$ cat config.mk
export PLATFORM = sky130hd
export DESIGN_NAME = i2c_slave_regfile
export DESIGN_NICKNAME = d
export VERILOG_FILES = /design/src/rtl/i2c_slave_regfile.sv
export SDC_FILE = /design/constraint.sdc
export NUM_CORES = 1
export LEC_CHECK = 0
export BUFFER_PORTS_ARGS = -buffer_cell sky130_fd_sc_hd__buf_2
export CELL_PAD_IN_SITES_DETAIL_PLACEMENT = 0
export CELL_PAD_IN_SITES_GLOBAL_PLACEMENT = 1
export CORE_AREA = 2 2 148 150
export CTS_CLUSTER_DIAMETER = 60
export CTS_CLUSTER_SIZE = 25
export DETAILED_ROUTE_END_ITERATION = 12
export DIE_AREA = 0 0 150 152
export PLACE_DENSITY_LB_ADDON = 0.15
export SETUP_SLACK_MARGIN = 0.05
export SLEW_MARGIN = 10
export SYNTH_ARGS = -nofsm -noshare
export SYNTH_HDL_FRONTEND = slang
export SYNTH_SLANG_ARGS = --single-unit
$ cat constraint.sdc
create_clock -name clk_i -period 5.3 [get_ports clk_i]
set_clock_uncertainty 0.15 [all_clocks]
set_input_delay 0.795 -clock clk_i [delete_from_list [all_inputs] [get_ports clk_i]]
set_output_delay 0.795 -clock clk_i [all_outputs]
set_load 0.02 [all_outputs]
$ cat src/rtl/i2c_slave_regfile.sv
`default_nettype none
// +--------------------------------------------------------------------+
// | Module   : i2c_slave_regfile                                       |
// | Brief    : Oversampled I2C slave answering one 7-bit address, with |
// |            a byte-wide register file and auto-incrementing pointer |
// | Revision : 1.0 - initial release                                   |
// +--------------------------------------------------------------------+
module i2c_slave_regfile #(
  parameter logic [6:0] SLAVE_ADDR = 7'h22,
  parameter int         MEM_DEPTH  = 16,
  parameter int         PTR_W      = $clog2(MEM_DEPTH)
) (
  input  logic             clk_i,
  input  logic             rst_n_i,
  input  logic             scl_i,
  input  logic             sda_i,
  output logic             sda_o,
  output logic             busy_o,
  output logic             wr_stb_o,
  output logic [PTR_W-1:0] wr_addr_o,
  output logic [7:0]       wr_data_o,
  output logic             rd_stb_o
);

  typedef enum logic [3:0] {
    ST_IDLE, ST_ADDR, ST_ADDR_ACK, ST_PTR, ST_PTR_ACK,
    ST_WDATA, ST_WDATA_ACK, ST_RDATA, ST_RDATA_ACK, ST_IGNORE
  } state_t;

  logic             r_scl_s1, r_scl_s2, r_scl_d;
  logic             r_sda_s1, r_sda_s2, r_sda_d;
  logic             w_scl_rise, w_scl_fall, w_start, w_stop;

  state_t           r_state, w_state_nxt;
  logic [3:0]       r_bit_cnt, w_bit_cnt_nxt;
  logic [7:0]       r_shift, w_shift_nxt;
  logic [PTR_W-1:0] r_ptr, w_ptr_nxt;
  logic             r_rw, w_rw_nxt;
  logic             r_sda, w_sda_nxt;
  logic             r_busy, w_busy_nxt;
  logic             w_wr_stb, w_rd_stb;
  logic [7:0]       w_byte, w_rd_byte;
  logic [7:0]       r_mem [MEM_DEPTH];

  // Two-flop synchronizers plus one delayed copy for edge detection; preset to the idle bus level
  always_ff @(posedge clk_i or negedge rst_n_i) begin
    if (!rst_n_i) begin
      {r_scl_s1, r_scl_s2, r_scl_d} <= 3'b111;
      {r_sda_s1, r_sda_s2, r_sda_d} <= 3'b111;
    end else begin
      r_scl_s1 <= scl_i;
      r_scl_s2 <= r_scl_s1;
      r_scl_d  <= r_scl_s2;
      r_sda_s1 <= sda_i;
      r_sda_s2 <= r_sda_s1;
      r_sda_d  <= r_sda_s2;
    end
  end

  // START/STOP need SCL stable high on both samples, so an SDA edge that lands with an SCL edge counts as data
  assign w_scl_rise = r_scl_s2 & ~r_scl_d;
  assign w_scl_fall = ~r_scl_s2 & r_scl_d;
  assign w_start    = r_scl_s2 & r_scl_d & r_sda_d & ~r_sda_s2;
  assign w_stop     = r_scl_s2 & r_scl_d & ~r_sda_d & r_sda_s2;

  assign w_byte    = {r_shift[6:0], r_sda_s2};
  assign w_rd_byte = r_mem[r_ptr];
  assign sda_o     = r_sda;
  assign busy_o    = r_busy;

  // Next-state and datapath decode; ACK states use bit_cnt==8 for the first SCL fall (drive ACK) and 0 for the second (release)
  always_comb begin
    w_state_nxt   = r_state;
    w_bit_cnt_nxt = r_bit_cnt;
    w_shift_nxt   = r_shift;
    w_ptr_nxt     = r_ptr;
    w_rw_nxt      = r_rw;
    w_sda_nxt     = r_sda;
    w_busy_nxt    = r_busy;
    w_wr_stb      = 1'b0;
    w_rd_stb      = 1'b0;
    if (w_stop) begin
      w_state_nxt   = ST_IDLE;
      w_bit_cnt_nxt = 4'd0;
      w_sda_nxt     = 1'b1;
      w_busy_nxt    = 1'b0;
    end else if (w_start) begin
      w_state_nxt   = ST_ADDR;
      w_bit_cnt_nxt = 4'd0;
      w_sda_nxt     = 1'b1;
    end else begin
      case (r_state)
        ST_ADDR: if (w_scl_rise) begin
          w_shift_nxt   = w_byte;
          w_bit_cnt_nxt = r_bit_cnt + 4'd1;
          if (r_bit_cnt == 4'd7) begin
            if (w_byte[7:1] == SLAVE_ADDR) begin
              w_state_nxt = ST_ADDR_ACK;
              w_busy_nxt  = 1'b1;
              w_rw_nxt    = w_byte[0];
            end else begin
              w_state_nxt = ST_IGNORE;
              w_busy_nxt  = 1'b0;
            end
          end
        end
        ST_PTR: if (w_scl_rise) begin
          w_shift_nxt   = w_byte;
          w_bit_cnt_nxt = r_bit_cnt + 4'd1;
          if (r_bit_cnt == 4'd7) begin
            w_ptr_nxt   = w_byte[PTR_W-1:0];
            w_state_nxt = ST_PTR_ACK;
          end
        end
        ST_WDATA: if (w_scl_rise) begin
          w_shift_nxt   = w_byte;
          w_bit_cnt_nxt = r_bit_cnt + 4'd1;
          if (r_bit_cnt == 4'd7) begin
            w_wr_stb    = 1'b1;
            w_ptr_nxt   = r_ptr + 1'b1;
            w_state_nxt = ST_WDATA_ACK;
          end
        end
        ST_ADDR_ACK, ST_PTR_ACK, ST_WDATA_ACK: if (w_scl_fall) begin
          if (r_bit_cnt == 4'd8) begin
            w_sda_nxt     = 1'b0;
            w_bit_cnt_nxt = 4'd0;
          end else if (r_state == ST_ADDR_ACK && r_rw) begin
            w_shift_nxt = w_rd_byte;
            w_sda_nxt   = w_rd_byte[7];
            w_rd_stb    = 1'b1;
            w_state_nxt = ST_RDATA;
          end else begin
            w_sda_nxt   = 1'b1;
            w_state_nxt = (r_state == ST_ADDR_ACK) ? ST_PTR : ST_WDATA;
          end
        end
        ST_RDATA: begin
          if (w_scl_rise) begin
            w_bit_cnt_nxt = r_bit_cnt + 4'd1;
          end else if (w_scl_fall) begin
            if (r_bit_cnt == 4'd8) begin
              w_sda_nxt   = 1'b1;
              w_state_nxt = ST_RDATA_ACK;
            end else if (r_bit_cnt != 4'd0) begin
              w_sda_nxt   = r_shift[6];
              w_shift_nxt = {r_shift[6:0], 1'b0};
            end
          end
        end
        ST_RDATA_ACK: begin
          if (w_scl_rise && r_bit_cnt == 4'd8) begin
            if (!r_sda_s2) begin
              w_ptr_nxt     = r_ptr + 1'b1;
              w_bit_cnt_nxt = 4'd0;
            end else begin
              w_state_nxt = ST_IGNORE;
              w_busy_nxt  = 1'b0;
            end
          end else if (w_scl_fall && r_bit_cnt == 4'd0) begin
            w_shift_nxt = w_rd_byte;
            w_sda_nxt   = w_rd_byte[7];
            w_rd_stb    = 1'b1;
            w_state_nxt = ST_RDATA;
          end
        end
        default: ;
      endcase
    end
  end

  // FSM state register
  always_ff @(posedge clk_i or negedge rst_n_i) begin
    if (!rst_n_i) r_state <= ST_IDLE;
    else          r_state <= w_state_nxt;
  end

  // Datapath and output registers; wr_addr/wr_data hold the last write between strobes
  always_ff @(posedge clk_i or negedge rst_n_i) begin
    if (!rst_n_i) begin
      r_bit_cnt <= 4'd0;
      r_shift   <= 8'h00;
      r_ptr     <= '0;
      r_rw      <= 1'b0;
      r_sda     <= 1'b1;
      r_busy    <= 1'b0;
      wr_stb_o  <= 1'b0;
      rd_stb_o  <= 1'b0;
      wr_addr_o <= '0;
      wr_data_o <= 8'h00;
    end else begin
      r_bit_cnt <= w_bit_cnt_nxt;
      r_shift   <= w_shift_nxt;
      r_ptr     <= w_ptr_nxt;
      r_rw      <= w_rw_nxt;
      r_sda     <= w_sda_nxt;
      r_busy    <= w_busy_nxt;
      wr_stb_o  <= w_wr_stb;
      rd_stb_o  <= w_rd_stb;
      if (w_wr_stb) begin
        wr_addr_o <= r_ptr;
        wr_data_o <= w_byte;
      end
    end
  end

  // Register file, cleared by reset, written on each completed write byte
  always_ff @(posedge clk_i or negedge rst_n_i) begin
    if (!rst_n_i) begin
      for (int i = 0; i < MEM_DEPTH; i++) r_mem[i] <= 8'h00;
    end else if (w_wr_stb) begin
      r_mem[r_ptr] <= w_byte;
    end
  end

endmodule
`default_nettype wire

# Yosys cells after proc, flatten, opt, wreduce, memory -nomap -nowiden
# Index checks and enable logic that the tools add are counted.
[word_totals]
out_inout_bits = 16
in_bits = 4
wordCells = 210
register_bits = 170
[op_classes]
muxes = 85
add_sub_neg = 2
order_cmp = 2
eq_ne = 52
n_reduce_logical = 22
bitwise_logic = 14
[op_table]
columns = ["op", "n"]
rows = [
  ["128-bit bitwise mux", 1],
  ["4-bit two-way mux", 30],
  ["7-bit two-way mux", 10],
  ["4-bit != test, second input constant", 16],
  ["8-bit binary-select mux with 4-bit select", 1],
  ["8-bit demux with 4-bit select", 1],
  ["1-bit two-way mux", 30],
  ["2-bit != test, second input constant", 15],
  ["7-bit case mux with 4 select lines", 1],
  ["8-bit two-way mux", 3],
  ["4-bit case mux with 3 select lines", 2],
  ["4-bit case mux with 6 select lines", 1],
  ["4-bit by 3-bit equality test with 1-bit output, second input constant", 5],
  ["6-bit AND reduction", 3],
  ["5-bit != test, second input constant", 3],
  ["14-bit AND reduction", 1],
  ["13-bit AND reduction", 1],
  ["3-bit != test, second input constant", 4],
  ["5-bit nonzero test", 2],
  ["9-bit AND reduction", 1],
  ["4-bit by 1-bit adder with 4-bit output, second input constant", 2],
  ["4-bit by 2-bit equality test with 1-bit output, second input constant", 2],
  ["4-bit equality test, second input constant", 2],
  ["4-bit nonzero test", 2],
  ["19 further kinds", 38],
]

# Depth between registers and ports, before layout
# Gate-level depths: netlist of the first run.
[depth]
ltp_word = 10
depth_mapped = 8
ltp_nobuf = 7

# Worst setup path before layout of the first run
# Ideal clock, no wire load.
[synth_timing]
path_type = "reg2reg"
startpoint = "register r_ptr[1]"
endpoint = "register r_shift[5]"
setup_slack_ps = 2838
path_stages_with_launch = 7
setup_ps = 125
period_less_slack_ps = 2462
t_required_ps = 5025
arrival_time_ps = 2187
n_path_buf = 2
cell_sequence = "dfrtp_1 -> buf_2 -> buf_1 -> mux4_2 -> mux4_2 -> mux2_2 -> mux2_2"
[synth_between]
elab_chain_cells = 8
word_cells_on_any_way = 10
classes_between = "mux: 9; bitwise: 1"
[synth_rtl]
columns = ["item", "line", "source"]
rows = [
  ["from (decl)", "37", "logic [PTR_W-1:0] r_ptr, w_ptr_nxt;"],
  ["from (signal assigned)", "194", "r_ptr <= w_ptr_nxt;"],
  ["4-bit NOT with 5-bit output (implied by the code) (*)", "67", "assign w_rd_byte = r_mem[r_ptr];"],
  ["8-bit binary-select mux with 4-bit select (*)", "67", ""],
  ["8-bit two-way mux (implied by the code) (*) (2 in a row)", "67", ""],
  ["7-bit two-way mux", "128", "end else if (r_state == ST_ADDR_ACK && r_rw) begin"],
  ["7-bit two-way mux", "125", "if (r_bit_cnt == 4'd8) begin"],
  ["7-bit two-way mux", "124", "ST_ADDR_ACK, ST_PTR_ACK, ST_WDATA_ACK: if (w_scl_fall) begin"],
  ["7-bit case mux with 4 select lines (*)", "92", "case (r_state)"],
  ["to (signal assigned)", "193", "r_shift <= w_shift_nxt;"],
  ["to (decl)", "36", "logic [7:0] r_shift, w_shift_nxt;"],
]
# Mark *: on every way between the ends. The rest lies on a longest branch, timed or not. The select of a mux whose other input is x is not followed.
# A chain may end at the register's enable or synchronous reset.

# Worst setup path in the final report of the first run
[layout_timing]
startpoint = "register r_ptr[1]"
endpoint = "register r_shift[0]"
# Same word-level chain as after synthesis.

==> results.yml, run 1 <==
final_layout:
  instances_no_fill: 906
  synthToLayoutAreaGrowth_pct: 11.2
  drive_above_1_share: 0.412
  insertedDiodeCount: 0
  final_nets: 623
timing:
  setup_viol: 0
  setup_tns_ps: 0
  relSlewSlack: 0.212
  timing.fmax_mhz: 302
  finalCritPeriodShare: 0.624
  hold_viol_final: 0
  rsz0062_at_grt: "no"
  tightest_slew_ps: 1180
  post-route-min-period_ps: 3310
  drv_slew: 0
global_routing:
  antenna_found_initial: 0
  grt_max_degree: 90
  grt_pass1_wl_microns: 32500
  met2_usage: 0.304
  grtUsageMet3: 0.0318
  overflow: 0
  met1_usage: 0.259
  grt_use_total: 0.188
  grt_pass1_vias: 5546
  grt.busiest_layer: "met2"
setup_path:
  start_kind: "flop"
  r2r_slack_ps: 1990
  cp_max_fo: 23
  criticalPathCategory: "reg2reg"
  end_kind: "flop"
  rr_worst_depth: 5
  reg2reg_to: "r_shift[0]$_DFFE_PN0P_"
  arrival_ps: 3460
  r2r_start: "r_ptr[1]$_DFFE_PN0P_"
  cp_data_required_time_ps: 5460
synthesis:
  synthDistinctLibCells: 64
  avgSynthCellArea_sq_um: 13.6
  netlist_area_sq_um: 8360
  synth_enable_flop_cells: 0
  synth_warnings: 0
  synth_nets: 624
  seq_area_frac_synth: 0.510
  ys_seq_elements: 170
  synth_flop_cell: "dfrtp_1"
  ys_async_sr_fraction: 1.00
  syn_inst: 614
run:
  maxCapViolations: 0
drt:
  drc: 0
  wl_per_cell_microns: 22.0
  ant_nets: 0
  drt_iter0_markers: 246
  drtPass1Iterations: 4
  wirelength_microns: 20000
  vias_per_cell: 5.69
  num_vias: 5153
clock_network:
  htreeDepth: 4
  cts_tree: "built"
  cts_setup_buffers: 0
  cts.sinks: 170
  cts.repair.resized: 0
  insertion_delay_ps: 430
  cts_made_buffers: 17
  cts_buffer_depth: 2
  cts_root_buf: "clkbuf_16"
  path_clk_slew_ps: 70
  hold_buffers: 0
die:
  core_sq_um: 21400
  die_h_microns: 152
  die-width_microns: 150
  initial_core_util: 0.391
  rows: 54
  io_pins: 20
  dieArea_sq_um: 22800
power:
  vdd_drop_max_mv: 0.187
  p_leak_nw: 4.37
  powerDensity_nw_per_um2: 403
min_path:
  hold_depth: 0
  worstHoldStart: "r_sda_s1$_DFF_PN1_"
  hold_path_end: "r_sda_s2$_DFF_PN1_"
  holdCritPathClass: "reg2reg"
place:
  gp_congestion: 0.825
  portBuffers: 19
  dp_cells: 874
  hpwl_microns: 12600
run_status:
  status: "completed"
-- how the worst max path moves through the flow --
stage / start / end / slack (ps) / depth (start not counted)
2_1_floorplan: r_ptr[1]$_DFFE_PN0P_ / r_shift[5]$_DFFE_PN0P_ / 2840 / 6
3_3_place_gp: r_ptr[1]$_DFFE_PN0P_ / r_shift[0]$_DFFE_PN0P_ / 1970 / 5
3_5_place_dp: r_ptr[1]$_DFFE_PN0P_ / r_shift[0]$_DFFE_PN0P_ / 1930 / 5
4_1_cts: r_ptr[1]$_DFFE_PN0P_ / r_shift[0]$_DFFE_PN0P_ / 1930 / 5
5_1_grt: r_ptr[1]$_DFFE_PN0P_ / r_shift[0]$_DFFE_PN0P_ / 1850 / 5
6_report: r_ptr[1]$_DFFE_PN0P_ / r_shift[0]$_DFFE_PN0P_ / 1990 / 5
-- report_power, final --
| part | total (mW) | internal [mW] | switching [mW] |
|---|---|---|---|
| clock | 1.34 | 0.802 | 0.542 |
| sequential | 1.68 | 1.36 | 0.325 |
| combinational | 0.716 | 0.329 | 0.387 |
-- per-layer routing --
| layer | wire length (microns) | vias to the layer above |
|---|---|---|
| met5 | 0 | - |
| met4 | 299 | 0 |
| met3 | 461 | 20 |
| met2 | 10000 | 84 |
| met1 | 9180 | 2727 |
| li1 | - | 2322 |
-- sequential cells by signal, summed over array words and instances, names as in the netlist, 4 cells and up --
signal,count
r_ptr,4
r_mem,128
r_state,4
r_shift,7
r_bit_cnt,4
wr_addr_o,4
wr_data_o,8
-- kinds of logic (layout without fill, tap and decap cells) --
family                   Yosys count  in the layout  synth area share
AO/OA/AOI/OAI                     81             81            0.0681
XOR/XNOR                           1              1           0.00105
adder cells (fa/ha/maj)            6              6           0.00898
buffers and inverters             55             67            0.0296
flip-flops                       170            170             0.510
multiplexers                     193            193             0.308
AND/OR/NAND/NOR                  108            108            0.0737
-- worst max-delay path: stages (launching register included) --
cell     delay [ps]
dfrtp_1        1130
buf_4           420
mux4_2          530
mux4_2          470
a41o_1          240
mux2_2          250
-- layout make-up --
cell class / instances / area (sq um)
tap: 280 / 350
inverter: 9 / 33.8
clock buffer: 18 / 429
clock inverter: 14 / 206
timing repair buffer: 26 / 154
sequential: 170 / 4260
fill: 1993 / 12100
multi-input combinational: 389 / 3850
-- layout by cell type (no fill, tap or decap), types with 5 or more instances in the layout --
| cell | synthesis | routed |
|---|---|---|
| dfrtp_1 | 163 | 162 |
| mux2_2 | 146 | 146 |
| mux4_2 | 30 | 30 |
| o21ai_0 | 23 | 23 |
| nand2_1 | 20 | 20 |
| buf_2 | 9 | 18 |
| nor2_1 | 17 | 17 |
| clkbuf_16 | 0 | 17 |
| nand3_1 | 13 | 13 |
| a21oi_1 | 10 | 10 |
| inv_1 | 9 | 9 |
| nand2b_1 | 8 | 8 |
| mux2i_1 | 8 | 8 |
| nand2_2 | 8 | 8 |
| buf_4 | 1 | 7 |
| dfstp_2 | 7 | 7 |
| nor3b_1 | 6 | 6 |
| ha_1 | 6 | 6 |
| a31oi_1 | 5 | 5 |
| a221o_1 | 5 | 5 |
| mux4_1 | 5 | 5 |
-- cell usage after synthesis (4+ instances only) --
master,number,area share
inv_1,9,0.0040
a221o_1,5,0.0060
nor3_1,4,0.0024
and3b_1,4,0.0042
a21oi_1,10,0.0060
mux2i_1,8,0.0096
ha_1,6,0.0090
nand2b_1,8,0.0060
buf_1,5,0.0022
nor2b_1,4,0.0030
mux2_2,146,0.20
mux4_1,5,0.016
mux4_2,30,0.081
buf_2,9,0.0054
nand2_1,20,0.0090
dfstp_2,7,0.022
nor3b_1,6,0.0054
clkbuf_1,27,0.012
o21ai_0,23,0.014
nand3b_1,4,0.0036
mux2_1,4,0.0054
nor2_1,17,0.0076
or3_1,4,0.0030
a31oi_1,5,0.0037
dfrtp_1,163,0.49
nand2_2,8,0.0060
nand3_1,13,0.0078
-- through the flow --
| stage | total power, mW | instance area, sq um | hold slack [ps] | setup slack, ps | util |
|---|---|---|---|---|---|
| 2_1_floorplan | 2.17 | 8360 | 195 | 2840 | - |
| 3_3_place_gp | 2.43 | 8650 | 198 | 1970 | 0.405 |
| 3_5_place_dp | 2.43 | 8650 | 201 | 1930 | 0.405 |
| 4_1_cts | 3.79 | 9290 | 212 | 1930 | 0.435 |
| 5_1_grt | 3.94 | 9290 | 218 | 1850 | 0.435 |
| 6_report | 3.74 | 9290 | 209 | 1990 | 0.435 |
Power figures use the tool's default switching activity.
==> inputs of run 2 (changes only) <==
==> constraint.sdc (replaced) <==
create_clock -name clk_i -period 2.7 [get_ports clk_i]
set_clock_uncertainty 0.15 [all_clocks]
set_input_delay 0.405 -clock clk_i [delete_from_list [all_inputs] [get_ports clk_i]]
set_output_delay 0.405 -clock clk_i [all_outputs]
set_load 0.02 [all_outputs]
==> run 2 against run 1 <==
Net effect: sequential power increased by 73%; cell count increased by 6.3%; clock-buffer cell count decreased by 1; maximum frequency increased by 33%; clock power increased by 81%; via count increased by 5.6%; non-clock buffer count increased by 57; critical path type unchanged; largest cell class unchanged.
==> results.yml, run 2 (synthesis results as in run 1) <==
place:
  portBuffers: 19
  hpwl_microns: 14200
  placed_area_sq_um: 9100
  gp_congestion: 0.859
  dp_cells: 925
global_routing:
  overflow: 0
  grt_max_degree: 72
  grt_pass1_wl_microns: 33600
  grt_use_total: 0.194
  met2_usage: 0.303
  grt.busiest_layer: "met2"
  grt_pass1_vias: 5643
  grtUsageMet3: 0.0381
  antenna_found_initial: 0
  met1_usage: 0.277
power:
  internal_power_mw: 4.87
  power.share.combinational: 0.286
  powerDensity_nw_per_um2: 767
  p_sw_mw: 2.60
  switching_share: 0.348
  p_leak_nw: 4.65
  vdd_drop_max_mv: 0.379
  clock_power_share: 0.325
  p_seq_frac: 0.389
clock_network:
  cts_made_buffers: 17
  cts.sinks: 170
  cts_tree: "built"
  insertion_delay_ps: 420
  htreeDepth: 4
  cts_buffer_depth: 2
  cts_root_buf: "clkbuf_16"
  path_clk_slew_ps: 70
drt:
  drtPass1Iterations: 5
  num_vias: 5440
  wirelength_microns: 20900
  ant_nets: 0
  vias_per_cell: 5.65
  drc: 0
  drt_iter0_markers: 283
  wl_per_cell_microns: 21.7
setup_path:
  path_cells: "buf_4, buf_4, mux4_2, mux2_2, a221o_1, mux2_2"
  criticalPathCategory: "reg2reg"
  r2r_start: "r_ptr[0]$_DFFE_PN0P_"
  crit_buf_inv: 2
  rr_worst_depth: 6
  cp_max_fo: 6
  end_kind: "flop"
  max_stage_delay_ps: 520
  reg2reg_to: "r_shift[6]$_DFFE_PN0P_"
  startpoint: "r_ptr[0]$_DFFE_PN0P_"
  cp.depth: 6
  r2r_slack_ps: 210
  crit_end: "r_shift[6]$_DFFE_PN0P_"
  path_delay_family: "multiplexers"
  start_kind: "flop"
  slowest_stage: "mux4_2"
  cp_data_required_time_ps: 2860
  arrival_ps: 2650
final_layout:
  largest_reg_flops: 128
  final_common_cell: "dfrtp_1"
  largestRegisters: "r_mem x128, wr_data_o x8, r_shift x7"
  layout_common_cells: "dfrtp_1 (162), mux2_2 (146), buf_4 (56)"
  drive_above_1_share: 0.464
  final_area_sq_um: 9750
  instances_no_fill: 963
  synthToLayoutAreaGrowth_pct: 16.7
  final_nets: 680
  regMostFlops: "r_mem"
  insertedDiodeCount: 0
  fin_util: 0.457
run_status:
  status: "completed"
min_path:
  holdCritPathClass: "reg2reg"
  hold_depth: 0
  worstHoldStart: "r_sda_s1$_DFF_PN1_"
timing:
  rsz0062_at_grt: "no"
  tightest_slew_ps: 708
  setup_viol: 0
  setup_tns_ps: 0
  post-route-min-period_ps: 2490
  hold_viol_final: 0
  drv_slew: 0
  timing.fmax_mhz: 402
  relSlewSlack: 0.528
  finalCritPeriodShare: 0.921
run:
  maxCapViolations: 0
die:
  dieArea_sq_um: 22800
  io_pins: 20
  die_h_microns: 152
  rows: 54
  die-width_microns: 150
  core_sq_um: 21400
  initial_core_util: 0.391
-- run 2: cell count changes in the layout (fill, tap and decap cells not counted), moves of 2 or more --
cell / change
buf_12: +5
clkinv_2: +2
buf_4: +49
clkinvlp_4: -2
inv_6: +2
dlygate4sd3_1: +3
bufinv_16: -3
-- run 2: power groups by stage --
stage	combinational (mW)	sequential, mW	clock [mW]
final	2.14	2.91	2.43
after global routing	2.31	2.94	2.61
after CTS	2.10	2.93	2.50
after global placement	2.07	2.98	0
after floorplan	1.45	2.81	0
after detailed placement	2.08	2.98	0
-- run 2: metrics by stage --
stage / setup WS [ps] / hold slack [ps] / power (mW)
after floorplan: 238 / -40.6 / 4.26
after global placement: 106 / 197 / 5.04
after detailed placement: 100 / 199 / 5.06
after CTS: 93.2 / 209 / 7.52
after global routing: 76.9 / 215 / 7.86
final: 212 / 208 / 7.48
-- run 2: timing repair --
item,CTS,global route
setup buffers,0,3
hold buffers,3,0
resized for setup,0,6
endpoints found under the setup margin,0,11
hold endpoints to repair,61,0
-- run 2: routing by layer --
| layer | up-vias | wire (microns) |
|---|---|---|
| met1 | 2863 | 9660 |
| met2 | 110 | 10200 |
| met3 | 24 | 780 |
| li1 | 2443 | - |
| met5 | - | 0 |
| met4 | 0 | 284 |
-- run 2: worst min-delay path by stage --
stage	to	slack, ps
2_1_floorplan	busy_o$_DFFE_PN0P_	-40
3_3_place_gp	r_scl_s2$_DFF_PN1_	200
3_5_place_dp	r_sda_s2$_DFF_PN1_	200
4_1_cts	r_sda_s2$_DFF_PN1_	210
5_1_grt	r_scl_s2$_DFF_PN1_	220
6_report	r_sda_s2$_DFF_PN1_	210
-- run 2: layout make-up --
cell class                 instances  area [sq um]
timing repair buffer              83           652
inverter                           9          33.8
fill                            1946         11600
clock buffer                      17           425
multi-input combinational        389          3870
sequential                       170          4270
clock inverter                    15           156
tap                              280           350
